File: config.mk
export PLATFORM = sky130hd
export DESIGN_NAME = quantum_scheduler_flat
export DESIGN_NICKNAME = d
export VERILOG_FILES = /design/src/rtl/quantum_scheduler_if.sv /design/src/rtl/quantum_scheduler.sv /design/src/flat_wrapper.sv
export SDC_FILE = /design/constraint.sdc
export NUM_CORES = 1
export LEC_CHECK = 0
export CORE_ASPECT_RATIO = 2
export CORE_MARGIN = 5
export CORE_UTILIZATION = 48
export CTS_CLUSTER_SIZE = 16
export DETAILED_ROUTE_END_ITERATION = 6
export PLACE_DENSITY = 0.77
export SLEW_MARGIN = 20
export SYNTH_ARGS = -nofsm -noshare
export SYNTH_HDL_FRONTEND = slang
export SYNTH_SLANG_ARGS = --single-unit
File: constraint.sdc
create_clock -name clk -period 6.3 [get_ports clk]
set_input_delay 0.945 -clock clk [delete_from_list [all_inputs] [get_ports clk]]
set_output_delay 0.945 -clock clk [all_outputs]
set_load 0.01 [all_outputs]
File: src/rtl/quantum_scheduler_if.sv
// Bundles the scheduler's core-side and context-store-side signals.
// master: the core / OS context store driving the scheduler.
// slave : the scheduler itself.
interface quantum_scheduler_if #(
    parameter int unsigned NUM_PROC = 4,
    parameter int unsigned PID_W    = 2
);
    logic                instr_retire;
    logic                sys_yield;
    logic [31:0]         pc_curr;
    logic [NUM_PROC-1:0] ready_mask;
    logic                save_ack;
    logic                restore_ack;
    logic [31:0]         pc_new;
    logic                pc_load;
    logic                enable_so;
    logic                save_req;
    logic                restore_req;
    logic [PID_W-1:0]    cur_pid;
    logic [PID_W-1:0]    next_pid;
    logic [7:0]          slice_cnt;
    logic                sched_fault;

    modport master (
        output instr_retire, sys_yield, pc_curr, ready_mask, save_ack, restore_ack,
        input  pc_new, pc_load, enable_so, save_req, restore_req,
               cur_pid, next_pid, slice_cnt, sched_fault
    );

    modport slave (
        input  instr_retire, sys_yield, pc_curr, ready_mask, save_ack, restore_ack,
        output pc_new, pc_load, enable_so, save_req, restore_req,
               cur_pid, next_pid, slice_cnt, sched_fault
    );
endinterface

File: src/rtl/quantum_scheduler.sv
// Round-robin time-slice scheduler.
// Counts retired user instructions against QUANTUM, keeps a saved-PC table per
// process and sequences the context switch through the OS switch routine:
// RUN -> SAVE -> SELECT -> RESTORE -> RUN.
// Optional ack watchdog: define QUANTUM_SCHEDULER_WATCHDOG_EN.
module quantum_scheduler #(
    parameter int unsigned NUM_PROC    = 4,
    parameter int unsigned PID_W       = 2,
    parameter int unsigned QUANTUM     = 20,
    parameter logic [31:0] SO_PC       = 32'd3,
    parameter logic [31:0] PROC_BASE   = 32'h100,
    parameter logic [31:0] PROC_STRIDE = 32'h100,
    parameter int unsigned ACK_TIMEOUT = 64
) (
    input  logic               clk,
    input  logic               reset,
    quantum_scheduler_if.slave bus
);
    typedef enum logic [1:0] {
        RUN     = 2'd0,
        SAVE    = 2'd1,
        SELECT  = 2'd2,
        RESTORE = 2'd3
    } state_t;

    localparam logic [7:0] SliceLast = 8'(QUANTUM - 1);

    state_t           r_state;
    logic [31:0]      r_pcTable [NUM_PROC];
    logic [31:0]      r_pcNew;
    logic             r_pcLoad;
    logic             r_enableSo;
    logic             r_saveReq;
    logic             r_restoreReq;
    logic [PID_W-1:0] r_curPid;
    logic [PID_W-1:0] r_nextPid;
    logic [7:0]       r_sliceCnt;

    logic             w_trigger;
    logic [PID_W-1:0] w_pick;
    logic             w_pickValid;

`ifdef QUANTUM_SCHEDULER_WATCHDOG_EN
    localparam int unsigned WdW = $clog2(ACK_TIMEOUT + 1);
    logic [WdW-1:0] r_wdCnt;
    logic           r_schedFault;
    logic           w_wdExpired;

    // The watchdog fires on the cycle the pending request reaches its age limit
    assign w_wdExpired = (r_saveReq || r_restoreReq) && (r_wdCnt == WdW'(ACK_TIMEOUT - 1));
`endif

    // A quantum expiry and a yield in the same cycle are one switch request
    assign w_trigger = (bus.instr_retire && (r_sliceCnt == SliceLast)) || bus.sys_yield;

    // Round-robin pick: scan cur+1, cur+2, ... wrapping, ending on cur itself
    always_comb begin
        logic [PID_W-1:0] idx;
        idx         = '0;
        w_pick      = r_curPid;
        w_pickValid = 1'b0;
        for (int k = 1; k <= int'(NUM_PROC); k++) begin
            idx = r_curPid + PID_W'(k);
            if (!w_pickValid && bus.ready_mask[idx]) begin
                w_pick      = idx;
                w_pickValid = 1'b1;
            end
        end
    end

    // Switch sequencer with all outputs and the saved-PC table registered
    always_ff @(posedge clk or posedge reset) begin
        if (reset) begin
            r_state      <= RUN;
            r_pcNew      <= '0;
            r_pcLoad     <= 1'b0;
            r_enableSo   <= 1'b0;
            r_saveReq    <= 1'b0;
            r_restoreReq <= 1'b0;
            r_curPid     <= '0;
            r_nextPid    <= '0;
            r_sliceCnt   <= '0;
            for (int i = 0; i < int'(NUM_PROC); i++) begin
                r_pcTable[i] <= PROC_BASE + (32'(i) * PROC_STRIDE);
            end
`ifdef QUANTUM_SCHEDULER_WATCHDOG_EN
            r_wdCnt      <= '0;
            r_schedFault <= 1'b0;
`endif
        end else begin
            r_pcLoad <= 1'b0;

`ifdef QUANTUM_SCHEDULER_WATCHDOG_EN
            if (r_saveReq || r_restoreReq) begin
                r_wdCnt <= w_wdExpired ? '0 : r_wdCnt + WdW'(1);
            end else begin
                r_wdCnt <= '0;
            end
`endif

            case (r_state)
                RUN: begin
                    if (w_trigger) begin
                        r_pcTable[r_curPid] <= bus.pc_curr;
                        r_pcNew             <= SO_PC;
                        r_pcLoad            <= 1'b1;
                        r_enableSo          <= 1'b1;
                        r_saveReq           <= 1'b1;
                        r_state             <= SAVE;
                    end else if (bus.instr_retire) begin
                        r_sliceCnt <= r_sliceCnt + 8'd1;
                    end
                end

                SAVE: begin
                    if (r_saveReq && bus.save_ack) begin
                        r_saveReq <= 1'b0;
                        r_state   <= SELECT;
                    end
`ifdef QUANTUM_SCHEDULER_WATCHDOG_EN
                    else if (w_wdExpired) begin
                        r_schedFault <= 1'b1;
                        r_saveReq    <= 1'b0;
                        r_pcNew      <= SO_PC;
                        r_pcLoad     <= 1'b1;
                        r_enableSo   <= 1'b1;
                        r_state      <= SELECT;
                    end
`endif
                end

                SELECT: begin
                    if (w_pickValid) begin
                        r_nextPid    <= w_pick;
                        r_restoreReq <= 1'b1;
                        r_state      <= RESTORE;
                    end
                end

                RESTORE: begin
                    if (r_restoreReq && bus.restore_ack) begin
                        r_pcNew      <= r_pcTable[r_nextPid];
                        r_pcLoad     <= 1'b1;
                        r_curPid     <= r_nextPid;
                        r_sliceCnt   <= '0;
                        r_enableSo   <= 1'b0;
                        r_restoreReq <= 1'b0;
                        r_state      <= RUN;
                    end
`ifdef QUANTUM_SCHEDULER_WATCHDOG_EN
                    else if (w_wdExpired) begin
                        r_schedFault <= 1'b1;
                        r_restoreReq <= 1'b0;
                        r_pcNew      <= SO_PC;
                        r_pcLoad     <= 1'b1;
                        r_enableSo   <= 1'b1;
                        r_state      <= SELECT;
                    end
`endif
                end

                default: r_state <= RUN;
            endcase
        end
    end

    assign bus.pc_new      = r_pcNew;
    assign bus.pc_load     = r_pcLoad;
    assign bus.enable_so   = r_enableSo;
    assign bus.save_req    = r_saveReq;
    assign bus.restore_req = r_restoreReq;
    assign bus.cur_pid     = r_curPid;
    assign bus.next_pid    = r_nextPid;
    assign bus.slice_cnt   = r_sliceCnt;
`ifdef QUANTUM_SCHEDULER_WATCHDOG_EN
    assign bus.sched_fault = r_schedFault;
`else
    assign bus.sched_fault = 1'b0;
`endif
endmodule

File: src/flat_wrapper.sv
// flat-port wrapper written by rule: the top's interface ports become plain ports
module quantum_scheduler_flat 
#(
    parameter int unsigned NUM_PROC    = 4,
    parameter int unsigned PID_W       = 2,
    parameter int unsigned QUANTUM     = 20,
    parameter logic [31:0] SO_PC       = 32'd3,
    parameter logic [31:0] PROC_BASE   = 32'h100,
    parameter logic [31:0] PROC_STRIDE = 32'h100,
    parameter int unsigned ACK_TIMEOUT = 64
)
  (clk, reset, bus_instr_retire, bus_sys_yield, bus_pc_curr, bus_ready_mask, bus_save_ack, bus_restore_ack, bus_pc_new, bus_pc_load, bus_enable_so, bus_save_req, bus_restore_req, bus_cur_pid, bus_next_pid, bus_slice_cnt, bus_sched_fault);
  quantum_scheduler_if #(.NUM_PROC(NUM_PROC), .PID_W(PID_W)) bus_i ();
  input  logic clk;
  input  logic reset;
  input wire logic [$bits(bus_i.instr_retire)-1:0] bus_instr_retire;
  input wire logic [$bits(bus_i.sys_yield)-1:0] bus_sys_yield;
  input wire logic [$bits(bus_i.pc_curr)-1:0] bus_pc_curr;
  input wire logic [$bits(bus_i.ready_mask)-1:0] bus_ready_mask;
  input wire logic [$bits(bus_i.save_ack)-1:0] bus_save_ack;
  input wire logic [$bits(bus_i.restore_ack)-1:0] bus_restore_ack;
  output wire logic [$bits(bus_i.pc_new)-1:0] bus_pc_new;
  output wire logic [$bits(bus_i.pc_load)-1:0] bus_pc_load;
  output wire logic [$bits(bus_i.enable_so)-1:0] bus_enable_so;
  output wire logic [$bits(bus_i.save_req)-1:0] bus_save_req;
  output wire logic [$bits(bus_i.restore_req)-1:0] bus_restore_req;
  output wire logic [$bits(bus_i.cur_pid)-1:0] bus_cur_pid;
  output wire logic [$bits(bus_i.next_pid)-1:0] bus_next_pid;
  output wire logic [$bits(bus_i.slice_cnt)-1:0] bus_slice_cnt;
  output wire logic [$bits(bus_i.sched_fault)-1:0] bus_sched_fault;
  assign bus_i.instr_retire = bus_instr_retire;
  assign bus_i.sys_yield = bus_sys_yield;
  assign bus_i.pc_curr = bus_pc_curr;
  assign bus_i.ready_mask = bus_ready_mask;
  assign bus_i.save_ack = bus_save_ack;
  assign bus_i.restore_ack = bus_restore_ack;
  assign bus_pc_new = bus_i.pc_new;
  assign bus_pc_load = bus_i.pc_load;
  assign bus_enable_so = bus_i.enable_so;
  assign bus_save_req = bus_i.save_req;
  assign bus_restore_req = bus_i.restore_req;
  assign bus_cur_pid = bus_i.cur_pid;
  assign bus_next_pid = bus_i.next_pid;
  assign bus_slice_cnt = bus_i.slice_cnt;
  assign bus_sched_fault = bus_i.sched_fault;
  quantum_scheduler #(.NUM_PROC(NUM_PROC), .PID_W(PID_W), .QUANTUM(QUANTUM), .SO_PC(SO_PC), .PROC_BASE(PROC_BASE), .PROC_STRIDE(PROC_STRIDE), .ACK_TIMEOUT(ACK_TIMEOUT)) u_core (.clk(clk), .reset(reset), .bus(bus_i));
endmodule
==> impl_metrics.ini, run 1 <==
[synthesis]
synthTopCellsByArea = dfrtp_1, mux2_2, mux4_2, mux2_1, a22o_1
synth_flop_cell = dfrtp_1
synth.avg_cell_area_um2 = 15.12
synth_area_leader_cell = dfrtp_1
yosysMostFrequentCell = dfrtp_1
yosys.area_share.xor_xnor_pct = 0
ys_top_cells_by_count = dfrtp_1, mux2_2, mux2_1
postSynthCellCount = 525
ys_types = 56
synthMuxAreaShare_pct = 28.02
async_flop_share_pct = 100.0
synthSimpleGateAreaFrac_pct = 3.404
yosys_warnings = 0
synth_compound_area_share_pct = 8.337
synth_top_area_share_pct = 54.53
synth_seq_area_share_pct = 56.19
synth_nets = 577
synth_top_family_by_area = multiplexers
syn-cell-area_um2 = 7939
ys_seq_elements = 178
synth_adder_area_share_pct = 1.576
synth_edf_count = 0

[setup_path]
end_kind = flop
critical_path_class = flop to flop
path_max_fanout = 32
cp_slowest_cell = nand3_2
startpoint_type = flop
startpoint = u_core.bus.slice_cnt[0]$_DFFE_PP0P_
cp.required_ps = 6590
crit_chain = ha_1, nor4b_4, a31o_2, nand3_2, mux2_1
r2r_start = u_core.bus.slice_cnt[0]$_DFFE_PP0P_
critPathMaxStageDelay_ps = 820
crit_arrival_ps = 3400

[sta]
rsz0062_at_grt = false
fin_crit_sh_pct = 49.36
tightest_slew_ps = 1050
fmax_ghz = 0.3216
fin_setup_tns_ps = 0
maxSlewViolCount = 0
period_needed_ps = 3109
hold_viol = 0
finClkSkew_ps = 9.749
setup_violations = 0
slew_headroom_pct = 29.95

[place]
place_congestion = 0.8148
portBuffers = 89
dp_cells = 790
hpwl_um = 11660

[routing]
vias_per_cell = 5.883
postRouteAntennaNets = 0
drc = 0
dr_total_vias = 4836
wl_per_cell_um = 21.50
drt_wl_total_um = 17670
initialDrtViolationCount = 236
firstDrtPassIters = 4

[finish]
fin_util_pct = 58.80
finalNonFillerCells = 822
fin_nets = 657
diodes = 0
nFillCells = 1250
drive_above_1_share_pct = 27.67
area_growth_pct = 20.49

[clock_network]
cts_buffer_depth = 2
cts-root-buf = clkbuf_16
postCtsSetupBuffers = 0
numCtsBuffers = 17
cts_hold_buf = 0
clk_latency_ps = 420
cts.clk_slew.worst_paths_ps = 70
cts_resized = 0
h-tree-depth = 4
clock-sinks = 178
cts_tree = built

[global_routing]
grt_max_degree = 123
antenna_found_initial = 0
grt_usage_pct = 19.29
first_global_vias = 5547
grt_overflow = 0
grt_pass1_wl_um = 28620

[die]
initial_core_util_pct = 48.80
rows = 66
die_area_um2 = 19370
pin_count = 91
die_h_um = 191.9
core_um2 = 16270
dieWidth_um = 100.9

[hold_path]
hp-class = flop to flop
hold_path.startpoint = u_core.r_pcTable[14]$_DFFE_PP0P_

[flow_run]
maxCapViolations = 0

[run_status]
outcome = complete, no violations

[power_and_ir_drop]
power_uw = 4873
power_density_nw_per_um2 = 509.4
p_leak_uw = 0.004126
ir_worst_vdd_v = 0.0002262
[report_power, final]
part           leakage [uW]  switching [uW]  internal, uW  total [uW]
Combinational       0.00162             758          1040        1800
Sequential          0.00222             359          1680        2040
Clock              0.000285             450           590        1040
[critical path: cells and delay by family (launching register included)]
family / cells / cell delay (ps)
compound gates: 1 / 330
fa+ha+maj: 1 / 320
flops: 1 / 450
mux: 1 / 660
simple gates: 2 / 1210
[through the flow]
step,worst slack [ps],hold WS (ps),area [um2]
2_1_floorplan,533.0,458.7,7939
3_3_place_gp,2943,467.8,8977
3_5_place_dp,2876,476.9,8977
4_1_cts,3208,494.8,9563
5_1_grt,3042,500.9,9565
6_report,3191,489.2,9565
[path summary, 6_finish.rpt]
path / to / slack (ps) / cells after the start
worst max-delay path: u_core.r_pcTable[39]$_DFFE_PP0P_ / 3190 / 5
worst min-delay path: u_core.r_pcTable[14]$_DFFE_PP0P_ / 490 / 1
worst max register to register: u_core.r_pcTable[39]$_DFFE_PP0P_ / 3190 / 5
worst min register to register: u_core.r_pcTable[14]$_DFFE_PP0P_ / 490 / 1
max in group asynchronous: u_core.r_pcTable[108]$_DFFE_PP0P_ / 4000 / 3
min in group asynchronous: u_core.r_pcTable[113]$_DFFE_PP0P_ / 1110 / 2
[logic make-up (layout without fill, tap and decap cells)]
logic type | after synthesis | after routing
flip-flops | 178 | 178
AO/OA/AOI/OAI | 86 | 86
multiplexers | 166 | 166
AND/OR/NAND/NOR | 45 | 45
adder cells (fa/ha/maj) | 10 | 10
buffers and inverters | 39 | 132
other | 1 | 1
[layer usage]
| layer | routed length, um | vias to the layer above | global-route usage, % |
|---|---|---|---|
| met2 | 10140 | 125 | 35.80 |
| met1 | 6473 | 2529 | 21.19 |
| li1 | - | 2151 | - |
| met3 | 581 | 31 | 3.199 |
| met4 | 473 | 0 | 8.295 |
| met5 | 0 | - | 0 |
[flip-flops by register name, summed over array words and instances, names as in the netlist]
register	count
u_core.r_pcTable	128
u_core.bus.pc_new	32
u_core.bus.slice_cnt	8
u_core.bus.cur_pid	2
u_core.bus.next_pid	2
u_core.r_state	2
u_core.bus.enable_so	1
u_core.bus.pc_load	1
u_core.bus.restore_req	1
u_core.bus.save_req	1
[area by class of cell]
cell class	count	area, um2	area share (%)
tap	204	255.2	2.668
multi-input combinational	308	3311	34.61
timing repair buffer	92	913.4	9.549
clock inverter	14	156.4	1.635
sequential	178	4463	46.66
clock buffer	18	429.2	4.487
inverter	8	37.54	0.3924
[placed cells by master, fill, tap and decap left out, types with 2 or more instances in the layout]
master	netlist	routed
clkinv_2	0	2
o22a_1	4	4
o31ai_1	4	4
nand2_1	10	10
a21oi_1	10	10
nand3_1	9	5
clkbuf_16	0	17
inv_6	0	3
dfstp_2	5	5
buf_4	1	3
mux2_2	87	87
inv_1	8	7
a31oi_1	3	3
nand3_2	0	4
and2_1	2	2
clkdlybuf4s50_1	0	89
clkinv_4	0	6
ha_1	10	10
a211oi_1	2	2
a22o_1	31	31
a41oi_1	4	4
nor2_1	6	6
mux4_2	32	32
and3_1	2	2
bufinv_16	0	2
dfrtp_2	0	2
dfrtp_1	173	171
mux2_1	43	43
nand2b_1	4	4
mux2i_1	4	4
o21ai_0	11	11
Note: power is estimated with default switching activity, not from simulation.
==> run 2: changes to the inputs <==
--- a/config.mk
+++ b/config.mk
@@ -10,7 +10,7 @@
 export CORE_UTILIZATION = 48
 export CTS_CLUSTER_SIZE = 16
 export DETAILED_ROUTE_END_ITERATION = 6
-export PLACE_DENSITY = 0.77
+export PLACE_DENSITY = 0.8
 export SLEW_MARGIN = 20
 export SYNTH_ARGS = -nofsm -noshare
 export SYNTH_HDL_FRONTEND = slang
==> constraint.sdc (replaced) <==
create_clock -name clk -period 2.51 [get_ports clk]
set_input_delay 0.3765 -clock clk [delete_from_list [all_inputs] [get_ports clk]]
set_output_delay 0.3765 -clock clk [all_outputs]
set_load 0.01 [all_outputs]
==> run 2 against run 1 <==
Compared with the run above:
- register-to-register slack worse by 3000 ps
- clock-buffer cell count up 2
- sequential share of layout area down 1.1 points
- critical endpoint is now u_core.bus.pc_new[20]$_DFFE_PP0P_
==> impl_metrics.ini, run 2 (synthesized netlist as in run 1, its figures left out) <==
[run_status]
outcome = complete, no violations

[clock_network]
cts_resized = 0
numCtsBuffers = 17
cts-root-buf = clkbuf_16
cts_hold_buf = 0
clock-sinks = 178
cts.clk_slew.worst_paths_ps = 70
h-tree-depth = 4
cts_buffer_depth = 2
postCtsSetupBuffers = 0
cts_tree = built
clk_latency_ps = 420

[sta]
maxSlewViolCount = 0
rsz0062_at_grt = false
tightest_slew_ps = 560.6
period_needed_ps = 2310
slew_headroom_pct = 62.63
fmax_ghz = 0.4330
setup_violations = 0
fin_crit_sh_pct = 92.02
finClkSkew_ps = 10.88
hold_viol = 0

[power_and_ir_drop]
p_comb_share_pct = 37.0
p_leak_uw = 0.004245
power_density_nw_per_um2 = 1281
pwr-share-clk_pct = 22.5
swShare_pct = 31.20
ir_worst_vdd_v = 0.0005782
intPower_uw = 8636
pwr-share-seq_pct = 40.6
netSwitchingPower_uw = 3916

[setup_path]
critPathMaxStageDelay_ps = 600
path_max_fanout = 30
cp.required_ps = 2820
startpoint = u_core.bus.slice_cnt[0]$_DFFE_PP0P_
crit_arrival_ps = 2620
end_kind = flop
crit_chain = ha_1, nor4b_4, a311oi_1, or3_4, a22o_1
endpoint = u_core.bus.pc_new[20]$_DFFE_PP0P_
path_buf_inv = 0
cpLargestDelayFamily = simple AND/OR/NAND/NOR gates
rrSetupSlack_ps = 200
timing.rr.end = u_core.bus.pc_new[20]$_DFFE_PP0P_
startpoint_type = flop
cp_slowest_cell = or3_4
cp_num_cells = 5
r2r_start = u_core.bus.slice_cnt[0]$_DFFE_PP0P_
rr_worst_depth = 5
critical_path_class = flop to flop

[finish]
regMostFlops = u_core.r_pcTable
fin_util_pct = 60.24
finalNonFillerCells = 834
layout_common_cells = dfrtp_1, clkdlybuf4s50_1, mux2_2
area_growth_pct = 23.45
diodes = 0
register_area_um2 = 4463
largest_reg_flops = 128
multi_input_area_um2 = 3311
final_common_cell = dfrtp_1
drive_above_1_share_pct = 29.05
fin_nets = 669
nFillCells = 1202

[global_routing]
grt_usage_pct = 20.44
grt_overflow = 0
first_global_vias = 5694
grt_pass1_wl_um = 30270
grt_max_degree = 79
antenna_found_initial = 0

[routing]
firstDrtPassIters = 5
postRouteAntennaNets = 0
dr_total_vias = 5051
drt_wl_total_um = 18240
vias_per_cell = 6.056
initialDrtViolationCount = 265
wl_per_cell_um = 21.87
drc = 0

[hold_path]
hp-class = primary input to async pin

[die]
die_h_um = 191.9
die_area_um2 = 19370
dieWidth_um = 100.9
initial_core_util_pct = 48.80
rows = 66
pin_count = 91
core_um2 = 16270

[place]
portBuffers = 89
hpwl_um = 12120
place_congestion = 0.8915
dp_cells = 802

[flow_run]
maxCapViolations = 0
==> run 2: cell count changes in the layout (fill, tap and decap cells not counted) <==
cell	change
inv_8	-1
inv_6	-1
clkbuf_8	+2
buf_12	+8
bufinv_16	+2
clkinv_2	+1
buf_4	+4
clkinv_4	-4
clkinvlp_4	+1
==> run 2: final cells by class <==
type                            instances  area share [%]
Sequential cell                       178           45.54
Multi-Input combinational cell        308           33.78
Timing Repair Buffer                  104           11.26
Clock buffer                           20           4.660
Tap cell                              204           2.604
Clock inverter                         12           1.813
Inverter                                8          0.3447
==> run 2: how the worst min path moves through the flow <==
| stage | startpoint | endpoint | cells past startpoint |
|---|---|---|---|
| 2_1_floorplan | u_core.r_pcTable[35]$_DFFE_PP0P_ | u_core.r_pcTable[35]$_DFFE_PP0P_ | 1 |
| 3_3_place_gp | u_core.r_pcTable[52]$_DFFE_PP0P_ | u_core.r_pcTable[52]$_DFFE_PP0P_ | 1 |
| 3_5_place_dp | u_core.r_pcTable[120]$_DFFE_PP0P_ | u_core.r_pcTable[120]$_DFFE_PP0P_ | 1 |
| 4_1_cts | reset | u_core.bus.pc_new[7]$_DFFE_PP0P_ | 2 |
| 5_1_grt | reset | u_core.r_pcTable[37]$_DFFE_PP0P_ | 2 |
| 6_report | reset | u_core.r_pcTable[37]$_DFFE_PP0P_ | 2 |
==> run 2: layer usage <==
layer | part of all wire [%] | GRT usage (%)
met2 | 57 | 37.68
met3 | 3.8 | 3.853
met1 | 36 | 22.46
met5 | 0 | 0
met4 | 3.0 | 8.602
==> run 2: power by group through the flow <==
stage	Combinational, uW	Clock, uW	Sequential [uW]
6_report	4640	2820	5090
5_1_grt	5040	2990	5240
4_1_cts	4710	2870	5090
3_5_place_dp	4680	0	5120
3_3_place_gp	4460	0	4970
2_1_floorplan	3250	0	4860
==> run 2: metrics by stage <==
step / setup slack [ps] / TNS, ps / hold slack [ps] / instance area (um2) / total power, uW
finish: 200.4 / 0 / 289.0 / 9801 / 12550
global placement: 328.4 / 0 / 467.6 / 9166 / 9429
CTS: 202.5 / 0 / 284.5 / 9801 / 12660
floorplan: -143.0 / -24740 / 458.7 / 7943 / 8115
detailed placement: 213.3 / 0 / 480.3 / 9166 / 9807
global route: 98.75 / 0 / 320.3 / 9801 / 13270
==> variant (config.mk and constraints of run 1) <==
`PID_W` is set to 2 in 3 places; all go to 3.
--- a/src/rtl/quantum_scheduler_if.sv
+++ b/src/rtl/quantum_scheduler_if.sv
@@ -3,7 +3,7 @@
 // slave : the scheduler itself.
 interface quantum_scheduler_if #(
     parameter int unsigned NUM_PROC = 4,
-    parameter int unsigned PID_W    = 2
+    parameter int unsigned PID_W    = 3
 );
     logic                instr_retire;
     logic                sys_yield;
--- a/src/rtl/quantum_scheduler.sv
+++ b/src/rtl/quantum_scheduler.sv
@@ -5,7 +5,7 @@
 // Optional ack watchdog: define QUANTUM_SCHEDULER_WATCHDOG_EN.
 module quantum_scheduler #(
     parameter int unsigned NUM_PROC    = 4,
-    parameter int unsigned PID_W       = 2,
+    parameter int unsigned PID_W       = 3,
     parameter int unsigned QUANTUM     = 20,
     parameter logic [31:0] SO_PC       = 32'd3,
     parameter logic [31:0] PROC_BASE   = 32'h100,
--- a/src/flat_wrapper.sv
+++ b/src/flat_wrapper.sv
@@ -2,7 +2,7 @@
 module quantum_scheduler_flat 
 #(
     parameter int unsigned NUM_PROC    = 4,
-    parameter int unsigned PID_W       = 2,
+    parameter int unsigned PID_W       = 3,
     parameter int unsigned QUANTUM     = 20,
     parameter logic [31:0] SO_PC       = 32'd3,
     parameter logic [31:0] PROC_BASE   = 32'h100,
Interface: changed (resized bus_cur_pid and bus_next_pid); port bits go from 91 to 93. No check against the original RTL was run, so the function may have changed too.
==> variant against run 1 <==
Sequential share of layout area decreased by 1.9 points. Power increased by 3.4%. Fmax increased by 3.0%. Sequential cell count increased by 2. Final area increased by 5.5%. Largest power group unchanged. Worst setup slack improved by 91 ps. Wire length increased by 2.9%. Synthesized area increased by 6.8%.
==> variant: results <==
set metrics [dict create \
    fin_worst_skew_ps 8.65 \
    switching_share 0.310 \
    hpwl_mm 11.7 \
    layout-drive-gt1-share 0.351 \
    track_usage 0.182 \
    crit_path_max_incr_delay_ps 960 \
    outcome "finished, final reports clean" \
    vias_per_cell 5.82 \
    cp_slowest_cell "dfrtp_2" \
    wl_met3_um 549 \
    gp_congestion 0.813 \
    cts.sinks 180 \
    multi_input_gates 321 \
    comb-power_mw 1.92 \
    drt-total-wl_mm 18.2 \
    n_clock_buffer 20 \
    syn-num-nets 599 \
    buffers_excl_clock 94 \
    num-fill-cells 1384 \
    synth_common_cells "dfrtp_1 (175), mux2_4 (90), mux2_2 (45)" \
    layout.nonclk_buf_frac 0.0925 \
    multi_input_area_um2 3730 \
    drt-met1-wl_mm 7.11 \
    inv_count 9 \
    grtUsageMet3 0.0333 \
    grt_pass1_vias 5529 \
    globalRouteMet1Util 0.214 \
    final-clk-cell-share 0.0604 \
    relSlewSlack 0.343 \
    antenna_found_initial 0 \
    grtUsageMet2 0.333 \
    pg_clk_mw 1.10 \
    p_leak_nw 4.75 \
    async_flop_share 1.00 \
    wl_met2_mm 10.2 \
    grt_max_degree 122 \
    peakVddDrop_uv 327 \
    crit_fanout 34 \
    netlist_top_cells_area "dfrtp_1 (52%), mux2_4 (16%), mux4_2 (9.0%)" \
    port_buffers 91 \
    seq_area_um2 4510 \
    grt_first_pass_wirelength_mm 29.8 \
    synth_cell_types 54 \
    crit_arrival_ps 2070 \
    ys_seq_area_frac 0.532 \
    nNetsFinal 678 \
]
-- variant: changes by cell type in the layout (fill, tap and decap cells not counted), sizes merged, moves of 3 or more --
cell	delta
nand2	+11
nor2	+6
mux2	+5
o21ai	+5
a41oi	-4
nand3	-4
or2	+4
ha	+3
-- variant: logic make-up after synthesis --
kind of cell,share of synthesized area
other,0.000442
AND/OR/NAND/NOR,0.0387
flip-flops,0.532
XOR/XNOR,0.00103
multiplexers,0.312
adder cells (fa/ha/maj),0.0192
AO/OA/AOI/OAI,0.0678
buffers and inverters,0.0288
-- variant: stage by stage --
step	std cells	hold WS, ps	utilization	instance area, um^2
floorplan	544	474	-	8480
global placement	814	481	0.546	9480
detailed placement	814	491	0.546	9480
CTS	846	507	0.581	10100
global route	846	516	0.581	10100
finish	846	504	0.581	10100
-- variant: path summary, 6_finish.rpt --
| path | start | endpoint | slack [ps] | cells past startpoint |
|---|---|---|---|---|
| hold reg to reg | u_core.r_pcTable[95]$_DFFE_PP0P_ | u_core.r_pcTable[95]$_DFFE_PP0P_ | 500 | 1 |
| min in group asynchronous | reset | u_core.bus.pc_new[12]$_DFFE_PP0P_ | 1090 | 2 |
| setup reg to reg | u_core.bus.slice_cnt[0]$_DFFE_PP0P_ | u_core.r_pcTable[25]$_DFFE_PP0P_ | 3580 | 6 |
| setup / recovery | u_core.bus.next_pid[1]$_DFFE_PP0P_ | bus_next_pid[1] | 3280 | 1 |
| hold / removal | u_core.r_pcTable[95]$_DFFE_PP0P_ | u_core.r_pcTable[95]$_DFFE_PP0P_ | 500 | 1 |
| max in group asynchronous | reset | u_core.bus.pc_new[26]$_DFFE_PP0P_ | 3880 | 3 |
